### config.mk
export PLATFORM = sky130hd
export DESIGN_NAME = fft_frame_ctrl_flat
export DESIGN_NICKNAME = d
export VERILOG_FILES = /design/src/rtl/fft_pkg.sv /design/src/rtl/fft_frame_ctrl_if.sv /design/src/rtl/fft_frame_buf.sv /design/src/rtl/fft_frame_ctrl.sv /design/src/flat_wrapper.sv
export SDC_FILE = /design/constraint.sdc
export NUM_CORES = 1
export LEC_CHECK = 0
export CAP_MARGIN = 10
export CELL_PAD_IN_SITES_DETAIL_PLACEMENT = 0
export CELL_PAD_IN_SITES_GLOBAL_PLACEMENT = 1
export CORE_UTILIZATION = 44
export CTS_CLUSTER_SIZE = 30
export DETAILED_ROUTE_END_ITERATION = 16
export PLACE_DENSITY = 0.69
export REMOVE_ABC_BUFFERS = 1
export SLEW_MARGIN = 40
export SYNTH_ARGS = -nofsm -noshare
export SYNTH_HDL_FRONTEND = slang
export SYNTH_HIERARCHICAL = 1
export SYNTH_SLANG_ARGS = --single-unit
### constraint.sdc
create_clock -name clk -period 10.65 [get_ports clk]
set_input_delay 2.6625 -clock clk [delete_from_list [all_inputs] [get_ports clk]]
set_output_delay 2.6625 -clock clk [all_outputs]
set_load 0.005 [all_outputs]
### src/rtl/fft_pkg.sv
// Shared definitions for the fft frame sequencer: controller states and
// the default core geometry.
package fft_pkg;

  localparam int WIDTH = 16;
  localparam int N_2   = 5;
  localparam int N     = 2 ** N_2;
  localparam int IN_W  = WIDTH - 5;

  typedef enum logic [2:0] {
    RST_FFT,
    LOAD,
    START,
    WAIT,
    CAPTURE,
    DRAIN
  } fft_ctrl_state_t;

endpackage

### src/rtl/fft_frame_ctrl_if.sv
// Sample-in and spectrum-out valid/ready streams of the frame sequencer.
// The slave modport is the sequencer side, the master modport the environment.
interface fft_frame_ctrl_if #(
  parameter int WIDTH = 16,
  parameter int N_2   = 5
);

  localparam int IN_W = WIDTH - 5;

  logic                 s_valid;
  logic                 s_ready;
  logic [IN_W-1:0]      s_data;
  logic                 m_valid;
  logic                 m_ready;
  logic [2*WIDTH-1:0]   m_data;
  logic [N_2-1:0]       m_index;
  logic                 m_last;

  modport master (
    output s_valid, s_data, m_ready,
    input  s_ready, m_valid, m_data, m_index, m_last
  );

  modport slave (
    input  s_valid, s_data, m_ready,
    output s_ready, m_valid, m_data, m_index, m_last
  );

endinterface

### src/rtl/fft_frame_buf.sv
// Result frame store: one synchronous write port and a combinational read,
// so the replayed word stays put while the consumer stalls.
module fft_frame_buf #(
  parameter int DW = 32,
  parameter int AW = 5
) (
  input  logic          clk,
  input  logic          we,
  input  logic [AW-1:0] wadr,
  input  logic [DW-1:0] wdata,
  input  logic [AW-1:0] radr,
  output logic [DW-1:0] rdata
);

  logic [DW-1:0] mem [2**AW];

  always_ff @(posedge clk) begin
    if (we) mem[wadr] <= wdata;
  end

  assign rdata = mem[radr];

endmodule

### src/rtl/fft_frame_ctrl.sv
// Frame sequencer around an fft core: loads N samples, starts the transform,
// captures the N result words after done and replays them as a stream.
module fft_frame_ctrl #(
  parameter int WIDTH  = 16,
  parameter int N_2    = 5,
  parameter int RD_LAT = 1
) (
  input  logic                clk,
  input  logic                reset_n,
  fft_frame_ctrl_if.slave     bus,
  output logic                busy,
  output logic                fft_reset,
  output logic                fft_start,
  output logic                fft_load,
  output logic [WIDTH-1:0]    fft_rd,
  input  logic [2*WIDTH-1:0]  fft_wd,
  input  logic                fft_done
);

  import fft_pkg::*;

  localparam int FRAME_N = 2 ** N_2;
  localparam int CW      = $clog2(FRAME_N + RD_LAT + 1);

  fft_ctrl_state_t     state, state_next;
  logic [N_2-1:0]      ld_cnt, rd_idx;
  logic [CW-1:0]       cap_cnt, cap_eff;
  logic                cap_active, buf_we, last_write;
  logic [N_2-1:0]      buf_wadr;
  logic [2*WIDTH-1:0]  buf_rdata;
  logic                s_hs, m_hs;
  logic                s_ready_c, m_valid_c, m_last_c;

  assign s_hs = bus.s_valid & s_ready_c;
  assign m_hs = m_valid_c & bus.m_ready;

  // The first done cycle is still WAIT but already counts as capture cycle 0,
  // which lets a zero-latency core deliver word 0 in that same cycle.
  assign cap_active = (state == CAPTURE) | ((state == WAIT) & fft_done);
  assign cap_eff    = (state == CAPTURE) ? cap_cnt : '0;
  assign buf_we     = cap_active & (cap_eff >= CW'(RD_LAT));
  assign buf_wadr   = N_2'(cap_eff - CW'(RD_LAT));
  assign last_write = buf_we & (cap_eff == CW'(RD_LAT + FRAME_N - 1));

  always_ff @(posedge clk) begin
    if (!reset_n) begin
      state   <= RST_FFT;
      ld_cnt  <= '0;
      cap_cnt <= '0;
      rd_idx  <= '0;
    end else begin
      state   <= state_next;
      cap_cnt <= cap_active ? cap_eff + 1'b1 : '0;
      if (state == RST_FFT) begin
        ld_cnt <= '0;
        rd_idx <= '0;
      end else begin
        if (s_hs) ld_cnt <= ld_cnt + 1'b1;
        if (m_hs) rd_idx <= rd_idx + 1'b1;
      end
    end
  end

  // Outputs are gated by reset_n so they show reset values while it is low.
  always_comb begin
    state_next = state;
    s_ready_c  = reset_n & (state == LOAD);
    m_valid_c  = reset_n & (state == DRAIN);
    m_last_c   = m_valid_c & (rd_idx == N_2'(FRAME_N - 1));
    busy       = ~s_ready_c;
    fft_reset  = ~reset_n | (state == RST_FFT);
    fft_start  = reset_n & (state == START);
    case (state)
      RST_FFT: state_next = LOAD;
      LOAD:    if (s_hs && ld_cnt == N_2'(FRAME_N - 1)) state_next = START;
      START:   state_next = WAIT;
      WAIT:    if (fft_done) state_next = CAPTURE;
      CAPTURE: if (last_write) state_next = DRAIN;
      DRAIN:   if (m_hs && m_last_c) state_next = RST_FFT;
      default: state_next = RST_FFT;
    endcase
  end

  assign fft_load    = s_hs;
  assign fft_rd      = {{5{bus.s_data[WIDTH-6]}}, bus.s_data};
  assign bus.s_ready = s_ready_c;
  assign bus.m_valid = m_valid_c;
  assign bus.m_last  = m_last_c;
  assign bus.m_data  = m_valid_c ? buf_rdata : '0;
  assign bus.m_index = m_valid_c ? rd_idx : '0;

  fft_frame_buf #(
    .DW (2 * WIDTH),
    .AW (N_2)
  ) u_buf (
    .clk   (clk),
    .we    (buf_we),
    .wadr  (buf_wadr),
    .wdata (fft_wd),
    .radr  (rd_idx),
    .rdata (buf_rdata)
  );

endmodule

### src/flat_wrapper.sv
// flat-port wrapper written by rule: the top's interface ports become plain ports
module fft_frame_ctrl_flat import fft_pkg::*;
#(
  parameter int WIDTH  = 16,
  parameter int N_2    = 5,
  parameter int RD_LAT = 1
)
  (clk, reset_n, busy, fft_reset, fft_start, fft_load, fft_rd, fft_wd, fft_done, bus_s_valid, bus_s_data, bus_m_ready, bus_s_ready, bus_m_valid, bus_m_data, bus_m_index, bus_m_last);
  fft_frame_ctrl_if #(.WIDTH(WIDTH), .N_2(N_2)) bus_i ();
  input  logic clk;
  input  logic reset_n;
  output logic busy;
  output logic fft_reset;
  output logic fft_start;
  output logic fft_load;
  output logic [WIDTH-1:0] fft_rd;
  input  logic [2*WIDTH-1:0] fft_wd;
  input  logic fft_done;
  input wire logic [$bits(bus_i.s_valid)-1:0] bus_s_valid;
  input wire logic [$bits(bus_i.s_data)-1:0] bus_s_data;
  input wire logic [$bits(bus_i.m_ready)-1:0] bus_m_ready;
  output wire logic [$bits(bus_i.s_ready)-1:0] bus_s_ready;
  output wire logic [$bits(bus_i.m_valid)-1:0] bus_m_valid;
  output wire logic [$bits(bus_i.m_data)-1:0] bus_m_data;
  output wire logic [$bits(bus_i.m_index)-1:0] bus_m_index;
  output wire logic [$bits(bus_i.m_last)-1:0] bus_m_last;
  assign bus_i.s_valid = bus_s_valid;
  assign bus_i.s_data = bus_s_data;
  assign bus_i.m_ready = bus_m_ready;
  assign bus_s_ready = bus_i.s_ready;
  assign bus_m_valid = bus_i.m_valid;
  assign bus_m_data = bus_i.m_data;
  assign bus_m_index = bus_i.m_index;
  assign bus_m_last = bus_i.m_last;
  fft_frame_ctrl #(.WIDTH(WIDTH), .N_2(N_2), .RD_LAT(RD_LAT)) u_core (.clk(clk), .reset_n(reset_n), .bus(bus_i), .busy(busy), .fft_reset(fft_reset), .fft_start(fft_start), .fft_load(fft_load), .fft_rd(fft_rd), .fft_wd(fft_wd), .fft_done(fft_done));
endmodule
### Yosys cells after proc, flatten, opt, wreduce, memory -nomap -nowiden

Memory sizes are Yosys's and may differ from the RTL's. A register that Yosys moved wholly into a read port is not among the register bits.
Cells that the tools add are included.

| word-level totals | value |
|---|---|
| register bits | 19 |
| RAM bits | 1,024 |
| memories kept | 1 |
| latch bits | 0 |
| memory bits (read-only) | 0 |
| bits of input ports | 48 |

| cells by class | value |
|---|---|
| shift-type cells | 0 |
| multiply operators | 0 |
| reductions and logical operators | 6 |
| divide/modulo/power cells | 0 |
| $lt $le $gt $ge | 1 |
| equal/unequal tests | 12 |
| multiplexer cells | 12 |
| bitwise gates (word level) | 13 |
| add/subtract/negate cells | 4 |

Memory list:

| memory | words | width | read ports | clocked after memory_dff | write ports | line | source |
|---|---|---|---|---|---|---|---|
| u_core.u_buf.mem | 32 | 32 | 1 | 1 | 1 | fft_frame_buf.sv:15 | `logic [DW-1:0] mem [2**AW];` |

Operators with widths:

| kind | count |
|---|---|
| two-way mux 32 bit | 1 |
| case mux 3 bit (6 select lines) | 1 |
| two-way mux 5 bit | 3 |
| two-way mux 3 bit | 4 |
| adder 5 x 1 -> 5 bit, second input constant | 2 |
| equality test 5 bit, second input constant | 2 |
| AND 1 bit | 9 |
| adder 6 x 1 -> 6 bit, second input constant | 1 |
| equality test 3 x 2 -> 1 bit, second input constant | 2 |
| equality test 3 bit, second input constant | 2 |
| equality test 6 bit, second input constant | 1 |
| greater-or-equal comparator 6 x 1 -> 1 bit, second input constant | 1 |
| two-way mux 6 bit | 1 |
| != test 2 bit, second input constant | 3 |
| subtractor 5 x 1 -> 5 bit, second input constant | 1 |
| AND reduction 4 bit | 1 |
| equality test 3 x 1 -> 1 bit, second input constant | 1 |
| zero test 3 bit | 1 |
| logical AND 1 bit | 2 |
| two-way mux 1 bit | 2 |
| != test 2 x 1 -> 1 bit, second input constant | 1 |
| NOT 1 bit | 2 |
| bitwise OR 1 bit | 2 |
| AND reduction 2 bit | 1 |
| OR reduction 2 bit | 1 |

### Logic depth before layout (Yosys ltp)

Gate-level depths: netlist of the first run.

| logic depth | value |
|---|---|
| word-level depth | 7 |
| mapped depth | 10 |

### By module

The synthesis of the first run kept the hierarchy.

Modules (own cells, without submodules):

| module | area an instance (um2) | instances | cells each |
|---|---|---|---|
| fft_frame_buf | 39,844.5 | 1 | 2,228 |
| fft_frame_ctrl | 1,435.1 | 1 | 186 |

### Worst setup path before layout of the first run

OpenSTA, ideal clock, no wires.

| timing path | value |
|---|---|
| path type | input to output |
| start | in reset_n |
| end | out bus_m_data[26] |
| arrival | 3.374 ns |
| stages | 4 |
| slack | 4.614 ns |
| cells stage by stage | nand4b_2 -> inv_1 -> clkbuf_1 -> and2_1 |

| on the way | value |
|---|---|
| word-level cells in the longest chain between the ends | 2 |

RTL lines:

| element | line | source |
|---|---|---|
| from (decl) | flat_wrapper.sv:11 | `input logic reset_n;` |
| AND 1 bit | fft_frame_ctrl.sv:68 | `m_valid_c = reset_n & (state == DRAIN);` |
| net bus_m_valid | flat_wrapper.sv:23 | `output wire logic [$bits(bus_i.m_valid)-1:0] bus_m_valid;` |
| two-way mux 32 bit | fft_frame_ctrl.sv:89 | `assign bus.m_data = m_valid_c ? buf_rdata : '0;` |
| to (decl) | flat_wrapper.sv:24 | `output wire logic [$bits(bus_i.m_data)-1:0] bus_m_data;` |

The timed path passes the listed nets, and every way through them passes these cells.

### Worst setup path after layout of the first run

| timing path | value |
|---|---|
| start | in reset_n |
| end | out bus_m_data[13] |

| on the way | value |
|---|---|
| word-level cells in the longest chain between the ends | 2 |

RTL lines:

| element | line |
|---|---|
| AND 1 bit | fft_frame_ctrl.sv:68 |
| two-way mux 32 bit | fft_frame_ctrl.sv:89 |

No other way between the ends.

==> results.toml, run 1 <==
[cts]
cts_buffer_depth = 3
cts_buffers = 107
insertion_delay_ps = 680
cts_root_buffer = "clkbuf_16"
path_clk_slew_ps = 60
cts_tree = "yes"
cts-htree-levels = 3
cts_resized = 0
cts.sinks = 1043
cts_setup_buffers = 0
ctsHoldBuffers = 0

[final_layout]
drive_gt1_share_pct = 11.1
layout.nets = 2564
area_growth_pct = 13.5
fin_util_pct = 50.7
layout_common_cells = "edfxtp_1 (1,024), mux2i_1 (512), clkbuf_16 (108), nand2_1 (108), a21oi_1 (106)"
layout_commonest_cell = "edfxtp_1"
stdcell_area_um2 = 46900

[global_route]
overflow = 0
grt_pass1_vias = 22100
grt_pass1_wl_mm = 148
antenna_found_initial = 2
track_usage_pct = 21.5
grt_max_degree = 129

[placement]
gp_congestion = 0.732
port_buffers = 80
place_area_um2 = 43500
dpl.hpwl_mm = 49.1

[detailed_routing]
ant_nets = 0
drc_errors = 0
dr.pass1.iters = 7
vias = 22000
drtIter0Drc = 1714
routed_wl_mm = 103
wire_per_inst_um = 26.8
vias_per_cell = 5.74

[setup_path]
startpoint_type = "input port"
crit_path_end = "bus_m_data[13]"
worstPathArrival_ps = 5010
worstSetupStartpoint = "reset_n"
reg2regPathDepth = 8
ff2ff_setup_slack_ps = 6200
cp_max_fo = 42
crit_type = "input port to output pin"
cp.required_ps = 7990
rr_startpoint = "u_core/state[2]"
crit_path_end_kind = "output pin"
timing.rr.end = "u_core/u_buf/mem[31][28]"

[yosys]
ys_ff_latch = 1043
ys_warn_count = 6
synth-xor-area-share_pct = 0.106
synth.avg_cell_area_um2 = 17.1
netlist_instances = 2414
synth_top_family_by_area = "multiplexers"
async_flop_share_pct = 0
yosys.area_share.simple_pct = 4.37
synth-edff-count = 1024
syn_area_um2 = 41300
synthMuxAreaShare_pct = 12.4
synth_cell_type_count = 51
synth_ff_type = "edfxtp_1"
yosys.area_share.adder_pct = 0.212
synth_compound_area_share_pct = 5.19
yosysSeqAreaShare_pct = 75.4

[job]
cap_violations = 0

[hold_path]
worstHoldStart = "u_core/ld_cnt[4]"
hold_path.class = "register to register"

[pwr]
power_density_nw_per_um2 = 174
peakVddDrop_v = 0.000132
power_leakage_nw = 13.9

[die]
die_h_um = 308
die_w_um = 308
die-area_um2 = 95000
initial_core_util_pct = 44.7
coreArea_um2 = 92400
io_pins = 108
num_rows = 111

[timing]
fmax_ghz = 0.130
hold_viol = 0
finalSetupViolCount = 0
slew_violations = 0
fin_skew_ps = 18.6
worst_slew_pin_slew_ps = 910
min_period_over_period_pct = 72.0
relSlewSlack_pct = 39.3
rsz0062_at_grt = "false"
fin_crit_ps = 7670

[status]
status = "complete, no violations"
[worst min path at each step]
stage	depth (start not counted)	to
finish	2	u_core/ld_cnt[4]
global route	2	u_core/ld_cnt[3]
CTS	2	u_core/ld_cnt[4]
detailed placement	2	u_core/ld_cnt[4]
global placement	2	u_core/ld_cnt[4]
floorplan	2	u_core/ld_cnt[4]
[registers in the layout, indices dropped and copies added, names as in the netlist]
register and count:
u_core/state 3, u_core/u_buf/mem 1024, u_core/rd_idx 5, u_core/cap_cnt 6, u_core/ld_cnt 5
[cell type report]
cell class                 count  area [um^2]
timing repair buffer         138         1270
sequential                  1043        31100
clock buffer                 133         2800
fill                        7476        45500
multi-input combinational   1209         9480
antenna                        2         5.00
inverter                      10         40.0
tap                         1243         1560
clock inverter                60          573
[cell usage after synthesis, drive strengths merged (7+ instances only)]
| library cell | instances | share of area [%] |
|---|---|---|
| a21oi | 106 | 1.3 |
| a22o | 64 | 1.4 |
| a22oi | 96 | 1.7 |
| a31oi | 33 | 0.50 |
| and2 | 39 | 0.59 |
| buf | 98 | 1.7 |
| clkbuf | 54 | 0.51 |
| dfxtp | 19 | 0.92 |
| edfxtp | 1024 | 74 |
| ha | 7 | 0.21 |
| inv | 10 | 0.091 |
| mux2i | 512 | 12 |
| nand2 | 109 | 0.99 |
| nand3 | 105 | 1.3 |
| nor2 | 41 | 0.37 |
| nor3 | 33 | 0.40 |
| o21ai | 12 | 0.15 |
| or3 | 7 | 0.11 |
[critical path: stages]
cell and delay [ps]:
clkdlybuf4s50_1 730, nand4b_2 310, inv_4 510, and2_1 220
clkdlybuf4s50_1 500
[power breakdown]
group	total [W]	internal, W	leakage (nW)	switching (W)
logic	0.0000633	0.00000770	2.93	0.0000556
clock network	0.00358	0.00206	1.64	0.00152
registers	0.00451	0.00450	9.35	0.00000106
total	0.00815	0.00657	13.9	0.00158
[logic make-up (layout without fill, tap and decap cells)]
group,Yosys count,in the layout
XOR/XNOR,5,5
AO/OA/AOI/OAI,319,319
AND/OR/NAND/NOR,366,366
other,0,2
flip-flops,1043,1043
adder cells (fa/ha/maj),7,7
multiplexers,512,512
buffers and inverters,162,341
[per-stage QoR]
step,power [W],setup WS [ps],hold WS (ps),std cells,setup TNS [ps]
6_report,0.00815,2980,489,3838,0
5_1_grt,0.00837,2820,516,3836,0
4_1_cts,0.00821,2920,482,3833,0
3_5_place_dp,0.00466,2930,474,3640,0
3_3_place_gp,0.00466,2710,473,3633,0
2_1_floorplan,0.00460,-10580,451,2262,-403050
[per-layer routing]
metal  vias up  GRT usage (%)  share of wire, %
li1       9693              -                 -
met1     11500           28.8                43
met2       697           35.9                49
met3       133           3.96               6.2
met4         2           6.12               2.2
met5         -              0             0.013
Note: power is estimated with default switching activity, not from simulation.
==> inputs of run 2 (changes only) <==
==> constraint.sdc (replaced) <==
create_clock -name clk -period 7.4 [get_ports clk]
set_input_delay 1.85 -clock clk [delete_from_list [all_inputs] [get_ports clk]]
set_output_delay 1.85 -clock clk [all_outputs]
set_load 0.005 [all_outputs]
==> results.toml, run 2 (synthesis results as in run 1) <==
[placement]
dpl.hpwl_mm = 58.5
dp_cells = 3674
gp_congestion = 0.777
pre_cts_slack_ps = 1290
port_buffers = 80

[setup_path]
worstPathArrival_ps = 4240
cp_max_fo = 28
reg2regPathDepth = 8
cp.required_ps = 5550
startpoint_type = "input port"
crit_path_end_kind = "output pin"
crit_type = "input port to output pin"

[cts]
cts-htree-levels = 3
cts_tree = "yes"
cts_buffers = 103
insertion_delay_ps = 680
cts_setup_buffers = 0
ctsHoldBuffers = 0
cts_buffer_depth = 3
cts_root_buffer = "clkbuf_16"
cts_resized = 0
path_clk_slew_ps = 60
cts.sinks = 1043

[pwr]
peakVddDrop_v = 0.000173
power_leakage_nw = 14.2
power.total_w = 0.0116
power_density_nw_per_um2 = 245

[die]
io_pins = 108
die-area_um2 = 95000
num_rows = 111
coreArea_um2 = 92400
die_w_um = 308
initial_core_util_pct = 44.7
die_h_um = 308

[status]
status = "complete, no violations"

[detailed_routing]
wire_per_inst_um = 25.8
drtIter0Drc = 1670
dr.pass1.iters = 5
vias = 22100
routed_wl_mm = 99.8
ant_nets = 0
drc_errors = 0
vias_per_cell = 5.72

[final_layout]
reg_top3 = "u_core/u_buf/mem x1024, u_core/cap_cnt x6"
top_register = "u_core/u_buf/mem"
area_growth_pct = 14.8
layout_commonest_cell = "edfxtp_1"
fill_cells = 7425
drive_gt1_share_pct = 12.6
largest_reg_flops = 1024
layout.nets = 2595
fin_util_pct = 51.3
fin_cells = 3872
layout_common_cells = "edfxtp_1 (1,024), mux2i_1 (512), nand2_1 (108), a21oi_1 (106)"

[global_route]
grt_max_degree = 92
overflow = 0
grt_pass1_vias = 21800
grt_pass1_wl_mm = 147
antenna_found_initial = 2
track_usage_pct = 21.1

[timing]
fin_skew_ps = 35.8
worst_slew_pin_slew_ps = 835
finalSetupViolCount = 0
slew_violations = 0
setup_ws_ps = 1310
fmax_ghz = 0.164
hold_viol = 0
rsz0062_at_grt = "false"
min_period_over_period_pct = 82.3
holdWs_ps = 497
fin_crit_ps = 6090
relSlewSlack_pct = 44.2

[hold_path]
hold_depth = 2
hold_path.class = "register to register"

[job]
cap_violations = 0
## run 2: changes by cell type in the layout (fill, tap and decap cells not counted), moves of 4 or more
| cell | delta |
|---|---|
| buf_8 | +14 |
| clkinv_2 | +11 |
| buf_16 | +9 |
| clkbuf_1 | -9 |
| buf_12 | +8 |
| buf_4 | +5 |
| clkbuf_16 | -4 |
| inv_6 | +4 |
## run 2: layout make-up
class	count	area, um^2	area share [%]
Antenna cell	2	5.00	0.0106
Clock buffer	120	2660	5.62
Clock inverter	72	601	1.27
Inverter	10	37.5	0.0792
Multi-Input combinational cell	1209	9480	20.0
Sequential cell	1043	31100	65.7
Tap cell	1243	1560	3.28
Timing Repair Buffer	173	1910	4.04
## run 2: final timing paths
kind	to	slack, ps	startpoint
setup / recovery	bus_m_data[5]	1310	reset_n
hold / removal	u_core/ld_cnt[3]	500	u_core/ld_cnt[3]
setup reg to reg	u_core/u_buf/mem[31][17]	2990	u_core/state[2]
hold reg to reg	u_core/ld_cnt[3]	500	u_core/ld_cnt[3]
## run 2: report_power, final
group / switching, W / internal [W]
Sequential: 0.00000157 / 0.00648
Clock: 0.00216 / 0.00289
Combinational: 0.0000920 / 0.0000111
Total: 0.00225 / 0.00938
## run 2: critical path: stages
cell and delay (ps):
clkdlybuf4s50_1 710, nand4b_2 280, inv_2 400, buf_12 280
and2_1 180, clkdlybuf4s50_1 520
## run 2: routing by layer
metal	vias up	GRT usage (%)	share of wire (%)
met4	0	5.01	1.5
met3	116	3.37	6.0
li1	9770	-	-
met2	665	33.6	47
met1	11600	30.5	45
met5	-	0	0
## run 2: metrics by stage
stage	instance area, um^2	TNS (ps)
2_1_floorplan	40400	-508670
3_3_place_gp	43600	0
3_5_place_dp	44100	0
4_1_cts	47300	0
5_1_grt	47400	0
6_report	47400	0
